===== config.mk =====
export PLATFORM = sky130hd
export DESIGN_NAME = argmax_sequencer_flat
export DESIGN_NICKNAME = d
export VERILOG_FILES = /design/src/rtl/argmax_sequencer_if.sv /design/src/rtl/argmax_sequencer.sv /design/src/flat_wrapper.sv
export SDC_FILE = /design/constraint.sdc
export NUM_CORES = 1
export LEC_CHECK = 0
export CAP_MARGIN = 5
export CORE_MARGIN = 3
export CORE_UTILIZATION = 44
export CTS_CLUSTER_DIAMETER = 40
export DETAILED_ROUTE_END_ITERATION = 10
export HOLD_SLACK_MARGIN = 0.03
export PLACE_DENSITY = 0.68
export RECOVER_POWER = 100
export SLEW_MARGIN = 20
export SYNTH_ARGS = -nofsm -noshare
export SYNTH_HDL_FRONTEND = slang
export SYNTH_SLANG_ARGS = --single-unit
export TNS_END_PERCENT = 30

===== constraint.sdc =====
create_clock -name clk -period 3.8 [get_ports clk]
set_input_delay 1.14 -clock clk [delete_from_list [all_inputs] [get_ports clk]]
set_output_delay 1.14 -clock clk [all_outputs]
set_load 0.01 [all_outputs]

===== src/rtl/argmax_sequencer_if.sv =====
// argmax_sequencer_if: frame control, score stream and result handshake bundle
interface argmax_sequencer_if #(
   parameter int DATA_W = 46,
   parameter int IDX_W  = 5
);
   logic                     start;
   logic                     abort;
   logic                     in_valid;
   logic                     in_ready;
   logic signed [DATA_W-1:0] in_data;
   logic                     out_valid;
   logic                     out_ready;
   logic        [IDX_W-1:0]  numbers;
   logic signed [DATA_W-1:0] max_score;
   logic                     busy;

   modport master (
      output start, abort, in_valid, in_data, out_ready,
      input  in_ready, out_valid, numbers, max_score, busy
   );

   modport slave (
      input  start, abort, in_valid, in_data, out_ready,
      output in_ready, out_valid, numbers, max_score, busy
   );
endinterface


===== src/rtl/argmax_sequencer.sv =====
// argmax_sequencer: streams NUM_CLASSES signed scores per frame and reports the first index of the maximum
module argmax_sequencer #(
   parameter int NUM_CLASSES = 10,
   parameter int DATA_W      = 46,
   parameter int IDX_W       = 5
) (
   input logic                clk,
   input logic                rst_n,
   argmax_sequencer_if.slave  bus
);
   typedef enum logic [1:0] {IDLE, ACCUM, DONE} state_t;

   localparam logic [IDX_W-1:0] LAST = IDX_W'(NUM_CLASSES - 1);

   state_t                   state_q, state_d;
   logic        [IDX_W-1:0]  cnt_q, cnt_d;
   logic        [IDX_W-1:0]  idx_q, idx_d;
   logic signed [DATA_W-1:0] max_q, max_d;
   logic        [IDX_W-1:0]  num_q, num_d;
   logic signed [DATA_W-1:0] score_q, score_d;

   // Handshake outputs come straight from the state register
   assign bus.in_ready  = state_q == ACCUM;
   assign bus.out_valid = state_q == DONE;
   assign bus.busy      = state_q != IDLE;
   assign bus.numbers   = num_q;
   assign bus.max_score = score_q;

   // Next state, running max tracking and result capture; abort overrides everything but the held result
   always_comb begin
      state_d = state_q;
      cnt_d   = cnt_q;
      idx_d   = idx_q;
      max_d   = max_q;
      num_d   = num_q;
      score_d = score_q;
      case (state_q)
         IDLE: if (bus.start) begin
            state_d = ACCUM;
            cnt_d   = '0;
         end
         ACCUM: if (bus.in_valid) begin
            if (cnt_q == '0 || bus.in_data > max_q) begin
               max_d = bus.in_data;
               idx_d = cnt_q;
            end
            cnt_d = cnt_q + 1'b1;
            if (cnt_q == LAST) begin
               state_d = DONE;
               cnt_d   = '0;
               num_d   = idx_d;
               score_d = max_d;
            end
         end
         DONE: if (bus.out_ready) state_d = IDLE;
         default: state_d = IDLE;
      endcase
      if (bus.abort) begin
         state_d = IDLE;
         cnt_d   = '0;
         idx_d   = idx_q;
         max_d   = max_q;
         num_d   = num_q;
         score_d = score_q;
      end
   end

   // State and datapath registers, all cleared by the asynchronous reset
   always_ff @(posedge clk or negedge rst_n) begin
      if (!rst_n) begin
         state_q <= IDLE;
         cnt_q   <= '0;
         idx_q   <= '0;
         max_q   <= '0;
         num_q   <= '0;
         score_q <= '0;
      end else begin
         state_q <= state_d;
         cnt_q   <= cnt_d;
         idx_q   <= idx_d;
         max_q   <= max_d;
         num_q   <= num_d;
         score_q <= score_d;
      end
   end
endmodule


===== src/flat_wrapper.sv =====
// flat-port wrapper written by rule: the top's interface ports become plain ports
module argmax_sequencer_flat 
#(
   parameter int NUM_CLASSES = 10,
   parameter int DATA_W      = 46,
   parameter int IDX_W       = 5
)
  (clk, rst_n, bus_start, bus_abort, bus_in_valid, bus_in_data, bus_out_ready, bus_in_ready, bus_out_valid, bus_numbers, bus_max_score, bus_busy);
  argmax_sequencer_if #(.DATA_W(DATA_W), .IDX_W(IDX_W)) bus_i ();
  input logic clk;
  input logic rst_n;
  input wire logic [$bits(bus_i.start)-1:0] bus_start;
  input wire logic [$bits(bus_i.abort)-1:0] bus_abort;
  input wire logic [$bits(bus_i.in_valid)-1:0] bus_in_valid;
  input wire logic [$bits(bus_i.in_data)-1:0] bus_in_data;
  input wire logic [$bits(bus_i.out_ready)-1:0] bus_out_ready;
  output wire logic [$bits(bus_i.in_ready)-1:0] bus_in_ready;
  output wire logic [$bits(bus_i.out_valid)-1:0] bus_out_valid;
  output wire logic [$bits(bus_i.numbers)-1:0] bus_numbers;
  output wire logic [$bits(bus_i.max_score)-1:0] bus_max_score;
  output wire logic [$bits(bus_i.busy)-1:0] bus_busy;
  assign bus_i.start = bus_start;
  assign bus_i.abort = bus_abort;
  assign bus_i.in_valid = bus_in_valid;
  assign bus_i.in_data = bus_in_data;
  assign bus_i.out_ready = bus_out_ready;
  assign bus_in_ready = bus_i.in_ready;
  assign bus_out_valid = bus_i.out_valid;
  assign bus_numbers = bus_i.numbers;
  assign bus_max_score = bus_i.max_score;
  assign bus_busy = bus_i.busy;
  argmax_sequencer #(.NUM_CLASSES(NUM_CLASSES), .DATA_W(DATA_W), .IDX_W(IDX_W)) u_core (.clk(clk), .rst_n(rst_n), .bus(bus_i));
endmodule

==> report_table.html, run 1 <==
<table>
<tr><th>Metric</th><th>Value</th></tr>
<tr><th colspan="2">Global routing</th></tr>
<tr><td>Number of antenna violations at the first check in global routing</td><td>0</td></tr>
<tr><td>Maximum number of pins on one net before global-route repair</td><td>between 50 and 60</td></tr>
<tr><td>First-pass GRT wire length</td><td>27300 um</td></tr>
<tr><td>Remaining global-route overflow</td><td>0</td></tr>
<tr><td>Via count of the first global-routing pass</td><td>about 5500</td></tr>
<tr><td>Overall routing resource usage</td><td>0.209</td></tr>
<tr><th colspan="2">Worst setup path</th></tr>
<tr><td>R2R Path Start</td><td>u_core.max_q[28]</td></tr>
<tr><td>Largest driver fanout on the critical path</td><td>7</td></tr>
<tr><td>Critical path startpoint category</td><td>input port</td></tr>
<tr><td>R2R Path End</td><td>u_core.max_q[4]</td></tr>
<tr><td>Kind of critical path</td><td>in2reg</td></tr>
<tr><td>Crit. End Element</td><td>register</td></tr>
<tr><td>Timing endpoint of the critical path</td><td>u_core.max_q[4]</td></tr>
<tr><td>Critical path data arrival time</td><td>approximately 4000 ps</td></tr>
<tr><td>Crit path required time</td><td>around 4000 ps</td></tr>
<tr><td>FF-to-FF setup slack</td><td>around 800 ps</td></tr>
<tr><td>R2R depth</td><td>11</td></tr>
<tr><td>Beginning of the critical path</td><td>bus_in_data[39]</td></tr>
<tr><th colspan="2">Final layout</th></tr>
<tr><td>Share of layout cells above drive strength 1</td><td>0.185</td></tr>
<tr><td>Final core utilization</td><td>0.622</td></tr>
<tr><td>Final design area excluding fillers</td><td>around 0.0084 mm2</td></tr>
<tr><td>Final net count</td><td>867</td></tr>
<tr><td>Antenna cell count</td><td>0</td></tr>
<tr><td>Area growth from synthesis to final layout</td><td>35.4%</td></tr>
<tr><td>Number of cells in the finished layout apart from fillers</td><td>around 950</td></tr>
<tr><th colspan="2">Die</th></tr>
<tr><td>Site row count</td><td>between 40 and 50</td></tr>
<tr><td>Core Box Area</td><td>0.0136 mm2</td></tr>
<tr><td>Area enclosed by the die boundary</td><td>0.0156 mm2</td></tr>
<tr><td>Boundary Pins</td><td>approximately 110</td></tr>
<tr><td>Starting utilization of the core area</td><td>0.460</td></tr>
<tr><td>Y dimension of the die</td><td>125 um</td></tr>
<tr><td>Die width</td><td>between 100 and 150 um</td></tr>
<tr><th colspan="2">Synthesis</th></tr>
<tr><td>Synth Area per Inst</td><td>between 9 and 10 um2</td></tr>
<tr><td>Area share of the largest cell type after synthesis</td><td>0.438</td></tr>
<tr><td>Post-synthesis sequential element count</td><td>about 110</td></tr>
<tr><td>Synthesized instance count</td><td>between 600 and 700</td></tr>
<tr><td>Sequential-to-total area share from yosys stat</td><td>0.438</td></tr>
<tr><td>Nets in the synthesized netlist</td><td>between 700 and 800</td></tr>
<tr><td>Number of synthesized flops with an enable pin</td><td>0</td></tr>
<tr><td>Largest area contributor in the synthesized netlist</td><td>sky130_fd_sc_hd__dfrtp_1</td></tr>
<tr><td>Number of warning messages in the yosys log</td><td>0</td></tr>
<tr><td>Area of the mapped netlist</td><td>~0.0062 mm2</td></tr>
<tr><td>Commonest register cell after synthesis</td><td>sky130_fd_sc_hd__dfrtp_1</td></tr>
<tr><td>Count leader, synth</td><td>sky130_fd_sc_hd__dfrtp_1</td></tr>
<tr><td>Share of flip-flops with an asynchronous set or reset</td><td>1.00</td></tr>
<tr><td>Post-synthesis cell type count</td><td>39</td></tr>
<tr><td>Biggest area contributors in the synthesized netlist</td><td>sky130_fd_sc_hd__dfrtp_1, sky130_fd_sc_hd__ha_1, sky130_fd_sc_hd__mux2_2, sky130_fd_sc_hd__o31ai_1, sky130_fd_sc_hd__nand4_1</td></tr>
<tr><td>Top post-synthesis cells by count</td><td>sky130_fd_sc_hd__dfrtp_1, sky130_fd_sc_hd__nor2_1, sky130_fd_sc_hd__nand4_1</td></tr>
<tr><th colspan="2">Place</th></tr>
<tr><td>Number of cells after detailed placement</td><td>between 900 and 1000</td></tr>
<tr><td>Detail Placement HPWL</td><td>approximately 11000 um</td></tr>
<tr><td>Global placer's final weighted congestion</td><td>around 0.8</td></tr>
<tr><td>Cell area after placement</td><td>between 0.007 and 0.008 mm2</td></tr>
<tr><td>Input/output buffers</td><td>roughly 110</td></tr>
<tr><th colspan="2">STA</th></tr>
<tr><td>Number of max-slew violations in the final report</td><td>0</td></tr>
<tr><td>Max Clock Freq</td><td>about 270 MHz</td></tr>
<tr><td>Worst-Margin Slew</td><td>~1500 ps</td></tr>
<tr><td>Number of failing hold endpoints at the final stage</td><td>0</td></tr>
<tr><td>Relative slew margins</td><td>0.0262</td></tr>
<tr><td>Setup-violating endpoint count in the final report</td><td>0</td></tr>
<tr><td>Clock period minus final worst setup slack</td><td>3770 ps</td></tr>
<tr><td>Final clock skew</td><td>between 6 and 7 ps</td></tr>
<tr><td>Final cycle utilization of the critical path</td><td>0.993</td></tr>
<tr><th colspan="2">Pwr</th></tr>
<tr><td>Pwr per Cell Area</td><td>446 mW/mm2</td></tr>
<tr><td>Static leakage</td><td>between 3 and 4 nW</td></tr>
<tr><td>Max IR drop VDD</td><td>between 0.3 and 0.4 mV</td></tr>
<tr><td>Power consumption</td><td>0.00376 W</td></tr>
<tr><th colspan="2">Clock tree</th></tr>
<tr><td>Total clock buffers created by CTS</td><td>9</td></tr>
<tr><td>Maximum number of buffers from clock root to sink</td><td>2</td></tr>
<tr><td>TritonCTS Sinks</td><td>109</td></tr>
<tr><td>Clock network latency to the later pin of the worst-skew pair</td><td>360 ps</td></tr>
<tr><td>CTS H-Tree Depth</td><td>3</td></tr>
<tr><td>Root Driver</td><td>sky130_fd_sc_hd__clkbuf_16</td></tr>
<tr><td>CTS Hold Bufs</td><td>0</td></tr>
<tr><td>Clock transition at the register clock pins on the worst setup and hold paths after CTS</td><td>around 70 ps</td></tr>
<tr><td>CTS tree</td><td>built</td></tr>
<tr><th colspan="2">Detailed routing</th></tr>
<tr><td>Via density</td><td>between 5 and 6</td></tr>
<tr><td>DRC violation count after routing</td><td>0</td></tr>
<tr><td>Drt first-iter violations</td><td>470</td></tr>
<tr><td>Detailed-route wire length</td><td>about 17000 um</td></tr>
<tr><td>Final routed wire length divided by cell count</td><td>roughly 18 um</td></tr>
<tr><td>DR vias</td><td>~5500</td></tr>
<tr><td>Length of the first detailed-routing pass in iterations</td><td>5</td></tr>
<tr><td>Count of nets left with antenna violations after detail routing</td><td>0</td></tr>
<tr><th colspan="2">Flow run</th></tr>
<tr><td>Count of maximum capacitance violations</td><td>0</td></tr>
<tr><th colspan="2">Outcome</th></tr>
<tr><td>Result of the run</td><td>finished, final reports clean</td></tr>
<tr><th colspan="2">Min path</th></tr>
<tr><td>Hold WC Path Type</td><td>reg2reg</td></tr>
</table>
-- kinds of logic after synthesis --
| group | Yosys count | synth area share |
|---|---|---|
| AOI/OAI and AO/OA | 157 | 0.166 |
| muxes | 51 | 0.0922 |
| adders and majority gates | 49 | 0.0984 |
| DFF | 109 | 0.438 |
| buffers and inverters | 99 | 0.0683 |
| and+or+nand+nor | 171 | 0.138 |
-- state kept, by name, indices dropped and copies added, names as in the netlist --
name and cells:
u_core.idx_q 5, u_core.max_q 46, u_core.bus.max_score 46, u_core.cnt_q 5
u_core.state_q 2, u_core.bus.numbers 5
-- stage by stage --
step	setup TNS, ps	setup slack [ps]	hold slack (ps)
detailed placement	-30340	-373	480
global placement	-22450	-287	477
CTS	-4.04	-3.51	497
finish	0	26.9	490
floorplan	0	185	459
global route	-737	-44.9	520
-- routing by layer --
layer / track usage / share of wire / vias up
met3: 0.0358 / 0.050 / 21
met1: 0.289 / 0.45 / 2668
li1: - / - / 2610
met5: 0 / 0 / -
met2: 0.335 / 0.48 / 174
met4: 0.0733 / 0.016 / 0
-- worst max-delay path: stages --
cell	delay [ps]
sky130_fd_sc_hd__clkdlybuf4s50_1	460
sky130_fd_sc_hd__ha_1	330
sky130_fd_sc_hd__nand4_1	150
sky130_fd_sc_hd__nor4_2	240
sky130_fd_sc_hd__buf_4	170
sky130_fd_sc_hd__nor2_1	60
sky130_fd_sc_hd__a31oi_2	230
sky130_fd_sc_hd__o211ai_1	200
sky130_fd_sc_hd__a31oi_4	450
sky130_fd_sc_hd__clkbuf_16	250
sky130_fd_sc_hd__mux2_2	330
-- worst min path at each step --
stage                                from               endpoint  slack [ps]  cells after the start
finish              u_core.bus.numbers[4]  u_core.bus.numbers[4]         490                      2
global route        u_core.bus.numbers[4]  u_core.bus.numbers[4]         520                      2
CTS                 u_core.bus.numbers[4]  u_core.bus.numbers[4]         500                      2
detailed placement  u_core.bus.numbers[4]  u_core.bus.numbers[4]         480                      2
global placement        u_core.state_q[1]      u_core.state_q[0]         480                      1
floorplan               u_core.state_q[1]      u_core.state_q[0]         460                      1
-- area by class of cell --
type / count / area [um2]
fillers: 1087 / 5120
multi-input cells: 428 / 3240
flip-flops and latches: 109 / 2730
repair buffers: 166 / 1730
clock buffers: 10 / 229
well taps: 176 / 220
inverters: 52 / 195
clock inverters: 6 / 87.6
-- cells in the final DEF, fill, tap and decap left out, types with 28 or more instances in the layout --
master,n
sky130_fd_sc_hd__dfrtp_1,109
sky130_fd_sc_hd__nor2_1,57
sky130_fd_sc_hd__nand4_1,57
sky130_fd_sc_hd__dlygate4sd3_1,55
sky130_fd_sc_hd__inv_1,52
sky130_fd_sc_hd__o31ai_1,47
sky130_fd_sc_hd__a31oi_1,46
sky130_fd_sc_hd__mux2_2,45
sky130_fd_sc_hd__buf_4,43
sky130_fd_sc_hd__ha_1,41
sky130_fd_sc_hd__clkdlybuf4s50_1,28
-- power breakdown --
part           internal [W]  switching, W  leakage (nW)  total, W
Sequential          0.00130      0.000111          1.43   0.00141
Clock              0.000577      0.000441         0.145   0.00102
Combinational      0.000590      0.000743          2.40   0.00133
Total               0.00247       0.00129          3.97   0.00376
-- what timing repair did --
| action | in CTS | in global routing |
|---|---|---|
| setup endpoints to repair | 3 | 100 |
| hold endpoints to repair | 0 | 0 |
| setup buffers | 0 | 1 |
| resized for setup | 1 | 37 |
| pin swaps | 0 | 22 |
| cloned | 0 | 4 |
Power figures use the tool's default switching activity.
==> run 2, diff against run 1 <==
==> constraint.sdc (replaced) <==
create_clock -name clk -period 3.9 [get_ports clk]
set_input_delay 1.17 -clock clk [delete_from_list [all_inputs] [get_ports clk]]
set_output_delay 1.17 -clock clk [all_outputs]
set_load 0.01 [all_outputs]
==> report_table.html, run 2 (synthesis results as in run 1) <==
<table>
<tr><th>Metric</th><th>Value</th></tr>
<tr><th colspan="2">Outcome</th></tr>
<tr><td>Result of the run</td><td>finished, final reports clean</td></tr>
<tr><th colspan="2">Pwr</th></tr>
<tr><td>Max IR drop VDD</td><td>0.203 mV (-39%)</td></tr>
<tr><td>Switching power of the nets</td><td>0.00121 W (-6.2%)</td></tr>
<tr><td>Static leakage</td><td>3.75 nW (-5.5%)</td></tr>
<tr><td>Internal portion of total power</td><td>0.00224 W (-9.4%)</td></tr>
<tr><td>Sequential fraction of design power</td><td>0.399 (+0.024)</td></tr>
<tr><td>Power consumption</td><td>0.00345 W (-8.3%)</td></tr>
<tr><td>Share of total power consumed by net switching</td><td>0.352 (+0.00781)</td></tr>
<tr><td>Logic pwr share</td><td>0.360 (+0.006)</td></tr>
<tr><td>Fraction of power consumed by the clock network</td><td>0.241 (-0.030)</td></tr>
<tr><td>Pwr per Cell Area</td><td>424 mW/mm2 (-4.8%)</td></tr>
<tr><th colspan="2">STA</th></tr>
<tr><td>Relative slew margins</td><td>0.0387 (+0.0125)</td></tr>
<tr><td>Number of failing hold endpoints at the final stage</td><td>0 (unchanged)</td></tr>
<tr><td>Setup-violating endpoint count in the final report</td><td>0 (unchanged)</td></tr>
<tr><td>Number of max-slew violations in the final report</td><td>0 (unchanged)</td></tr>
<tr><td>Post-layout worst setup margin</td><td>79.8 ps (+52.9 ps)</td></tr>
<tr><td>Max Clock Freq</td><td>262 MHz</td></tr>
<tr><td>Final clock skew</td><td>10.7 ps (+4.22 ps)</td></tr>
<tr><td>Final cycle utilization of the critical path</td><td>0.980</td></tr>
<tr><td>Worst-Margin Slew</td><td>1440 ps (-18.7 ps)</td></tr>
<tr><td>Clock period minus final worst setup slack</td><td>between 3000 and 4000 ps</td></tr>
<tr><th colspan="2">Die</th></tr>
<tr><td>Y dimension of the die</td><td>125 um (unchanged)</td></tr>
<tr><td>Site row count</td><td>42 (unchanged)</td></tr>
<tr><td>Area enclosed by the die boundary</td><td>0.0156 mm2 (unchanged)</td></tr>
<tr><td>Boundary Pins</td><td>106 (unchanged)</td></tr>
<tr><td>Core Box Area</td><td>0.0136 mm2 (unchanged)</td></tr>
<tr><td>Starting utilization of the core area</td><td>0.460 (unchanged)</td></tr>
<tr><td>Die width</td><td>125 um (unchanged)</td></tr>
<tr><th colspan="2">Worst setup path</th></tr>
<tr><td>R2R depth</td><td>12 (+1)</td></tr>
<tr><td>Largest driver fanout on the critical path</td><td>14 (+7)</td></tr>
<tr><td>Crit path required time</td><td>4130 ps (+90 ps)</td></tr>
<tr><td>Critical path data arrival time</td><td>4050 ps (+30 ps)</td></tr>
<tr><td>Critical path's slowest cell</td><td>sky130_fd_sc_hd__clkdlybuf4s50_1</td></tr>
<tr><td>Kind of critical path</td><td>in2reg</td></tr>
<tr><td>Cell class contributing the biggest share of worst-path delay</td><td>buffers and inverters</td></tr>
<tr><td>Max incr delay on CP</td><td>480 ps (+20 ps)</td></tr>
<tr><td>Count of buffering cells on the critical path with inverters included</td><td>4 (+1)</td></tr>
<tr><td>Crit. End Element</td><td>register</td></tr>
<tr><td>Cell depth of the worst setup path</td><td>12 (+1)</td></tr>
<tr><td>Cells traversed along the worst timing path</td><td>clkdlybuf4s50_1 &gt; ha_1 &gt; nand4_1 &gt; nor4_2 &gt; buf_4 &gt; nand3_1 &gt; a21oi_2 &gt; o211ai_1 &gt; a31oi_4 &gt; buf_12 &gt; buf_8 &gt; mux2_2</td></tr>
<tr><td>Critical path startpoint category</td><td>input port</td></tr>
<tr><th colspan="2">Place</th></tr>
<tr><td>Input/output buffers</td><td>105 (unchanged)</td></tr>
<tr><td>Pre-CTS setup slack</td><td>-371 ps (+1.36 ps)</td></tr>
<tr><td>Global placer's final weighted congestion</td><td>0.803 (-1.7%)</td></tr>
<tr><td>Detail Placement HPWL</td><td>11400 um (+0.27%)</td></tr>
<tr><td>Cell area after placement</td><td>0.00780 mm2 (-0.80%)</td></tr>
<tr><th colspan="2">Clock tree</th></tr>
<tr><td>CTS tree</td><td>built</td></tr>
<tr><td>Clock network latency to the later pin of the worst-skew pair</td><td>350 ps (about the same)</td></tr>
<tr><td>Maximum number of buffers from clock root to sink</td><td>2 (unchanged)</td></tr>
<tr><td>CTS H-Tree Depth</td><td>3 (unchanged)</td></tr>
<tr><td>Root Driver</td><td>sky130_fd_sc_hd__clkbuf_16</td></tr>
<tr><td>Total clock buffers created by CTS</td><td>9 (unchanged)</td></tr>
<tr><td>Clock transition at the register clock pins on the worst setup and hold paths after CTS</td><td>70 ps (about the same)</td></tr>
<tr><td>TritonCTS Sinks</td><td>109 (unchanged)</td></tr>
<tr><th colspan="2">Final layout</th></tr>
<tr><td>Leading cell types in the layout, fill and taps excluded</td><td>sky130_fd_sc_hd__dfrtp_1, sky130_fd_sc_hd__nor2_1, sky130_fd_sc_hd__nand4_1</td></tr>
<tr><td>Final net count</td><td>860 (-0.81%)</td></tr>
<tr><td>Final design area excluding fillers</td><td>0.00813 mm2 (-3.7%)</td></tr>
<tr><td>Area growth from synthesis to final layout</td><td>30.4%</td></tr>
<tr><td>Share of layout cells above drive strength 1</td><td>0.163 (-0.0227)</td></tr>
<tr><td>Most common cell after layout, fill and taps aside</td><td>sky130_fd_sc_hd__dfrtp_1</td></tr>
<tr><td>Fill cell count</td><td>1123 (+3.3%)</td></tr>
<tr><td>Antenna cell count</td><td>0 (unchanged)</td></tr>
<tr><th colspan="2">Detailed routing</th></tr>
<tr><td>DRC violation count after routing</td><td>0 (unchanged)</td></tr>
<tr><td>Via density</td><td>5.71 (-1.1%)</td></tr>
<tr><td>Count of nets left with antenna violations after detail routing</td><td>0 (unchanged)</td></tr>
<tr><td>Final routed wire length divided by cell count</td><td>17.8 um (about the same)</td></tr>
<tr><td>Length of the first detailed-routing pass in iterations</td><td>5 (unchanged)</td></tr>
<tr><td>Detailed-route wire length</td><td>16700 um (-1.0%)</td></tr>
<tr><td>DR vias</td><td>5360 (-2.1%)</td></tr>
<tr><td>Drt first-iter violations</td><td>359 (-24%)</td></tr>
<tr><th colspan="2">Global routing</th></tr>
<tr><td>Maximum number of pins on one net before global-route repair</td><td>59 (unchanged)</td></tr>
<tr><td>Via count of the first global-routing pass</td><td>5530 (+0.71%)</td></tr>
<tr><td>Remaining global-route overflow</td><td>0 (unchanged)</td></tr>
<tr><td>Overall routing resource usage</td><td>0.211 (+0.00165)</td></tr>
<tr><td>Number of antenna violations at the first check in global routing</td><td>0 (unchanged)</td></tr>
<tr><td>First-pass GRT wire length</td><td>27500 um (+0.73%)</td></tr>
<tr><th colspan="2">Min path</th></tr>
<tr><td>Hold WC Path Type</td><td>reg2reg</td></tr>
<tr><td>Hold Path Depth</td><td>2 (unchanged)</td></tr>
<tr><th colspan="2">Flow run</th></tr>
<tr><td>Count of maximum capacitance violations</td><td>0 (unchanged)</td></tr>
</table>
[run 2: cell count changes in the layout (fill, tap and decap cells not counted), sizes merged]
cell / delta
bufinv: -2
clkinvlp: -3
buf: -7
clkinv: +2
clkbuf: +1
dlymetal6s2s: -16
clkdlybuf4s50: +16
[run 2: through the flow]
| step | std cells | utilization | setup TNS, ps | hold WS, ps |
|---|---|---|---|---|
| floorplan | 636 | - | 0 | 459 |
| global placement | 921 | 0.576 | -18080 | 474 |
| detailed placement | 921 | 0.576 | -27200 | 473 |
| CTS | 935 | 0.594 | -27.8 | 488 |
| global route | 938 | 0.599 | -360 | 505 |
| finish | 938 | 0.599 | 0 | 476 |
[run 2: area by class of cell]
| type | instances | area [um2] | share of cell area |
|---|---|---|---|
| multi-input combinational | 428 | 3140 | 0.386 |
| sequential | 109 | 2730 | 0.336 |
| timing repair buffer | 159 | 1600 | 0.197 |
| clock buffer | 11 | 233 | 0.0286 |
| tap | 176 | 220 | 0.0271 |
| inverter | 52 | 195 | 0.0240 |
| clock inverter | 3 | 15.0 | 0.00185 |
[run 2: layer usage]
metal | share of wire | GRT usage
met5 | 0 | 0
met4 | 0.017 | 0.0721
met1 | 0.45 | 0.281
met2 | 0.49 | 0.354
met3 | 0.043 | 0.0311
[run 2: worst paths after layout]
kind,startpoint,end,slack [ps]
min reg2reg,u_core.bus.numbers[2],u_core.bus.numbers[2],480
min,u_core.bus.numbers[2],u_core.bus.numbers[2],480
max reg2reg,u_core.max_q[45],u_core.max_q[3],940
max,bus_in_data[42],u_core.max_q[3],80
max in group asynchronous,rst_n,u_core.max_q[29],730
min in group asynchronous,rst_n,u_core.bus.max_score[20],1150
[run 2: power groups by stage]
stage          registers, W  clock network (W)  logic (W)
3_5_place_dp        0.00139                  0    0.00121
5_1_grt             0.00139           0.000893    0.00137
2_1_floorplan       0.00136                  0   0.000738
3_3_place_gp        0.00138                  0    0.00116
6_report            0.00138           0.000832    0.00124
4_1_cts             0.00137           0.000843    0.00122
[run 2: what timing repair did]
item / in CTS / in global routing
cloned: 0 / 2
hold buffers: 0 / 0
endpoints found under the hold margin: 0 / 0
gates resized for setup: 0 / 11
endpoints found under the setup margin: 3 / 101
pin swaps: 0 / 7
buffers inserted: 0 / 1
[run 2: tightest hold or removal path, stage by stage, from the launching register on]
cell	delay [ps]
sky130_fd_sc_hd__dfrtp_1	340
sky130_fd_sc_hd__nand2_1	40
sky130_fd_sc_hd__o21ai_0	60
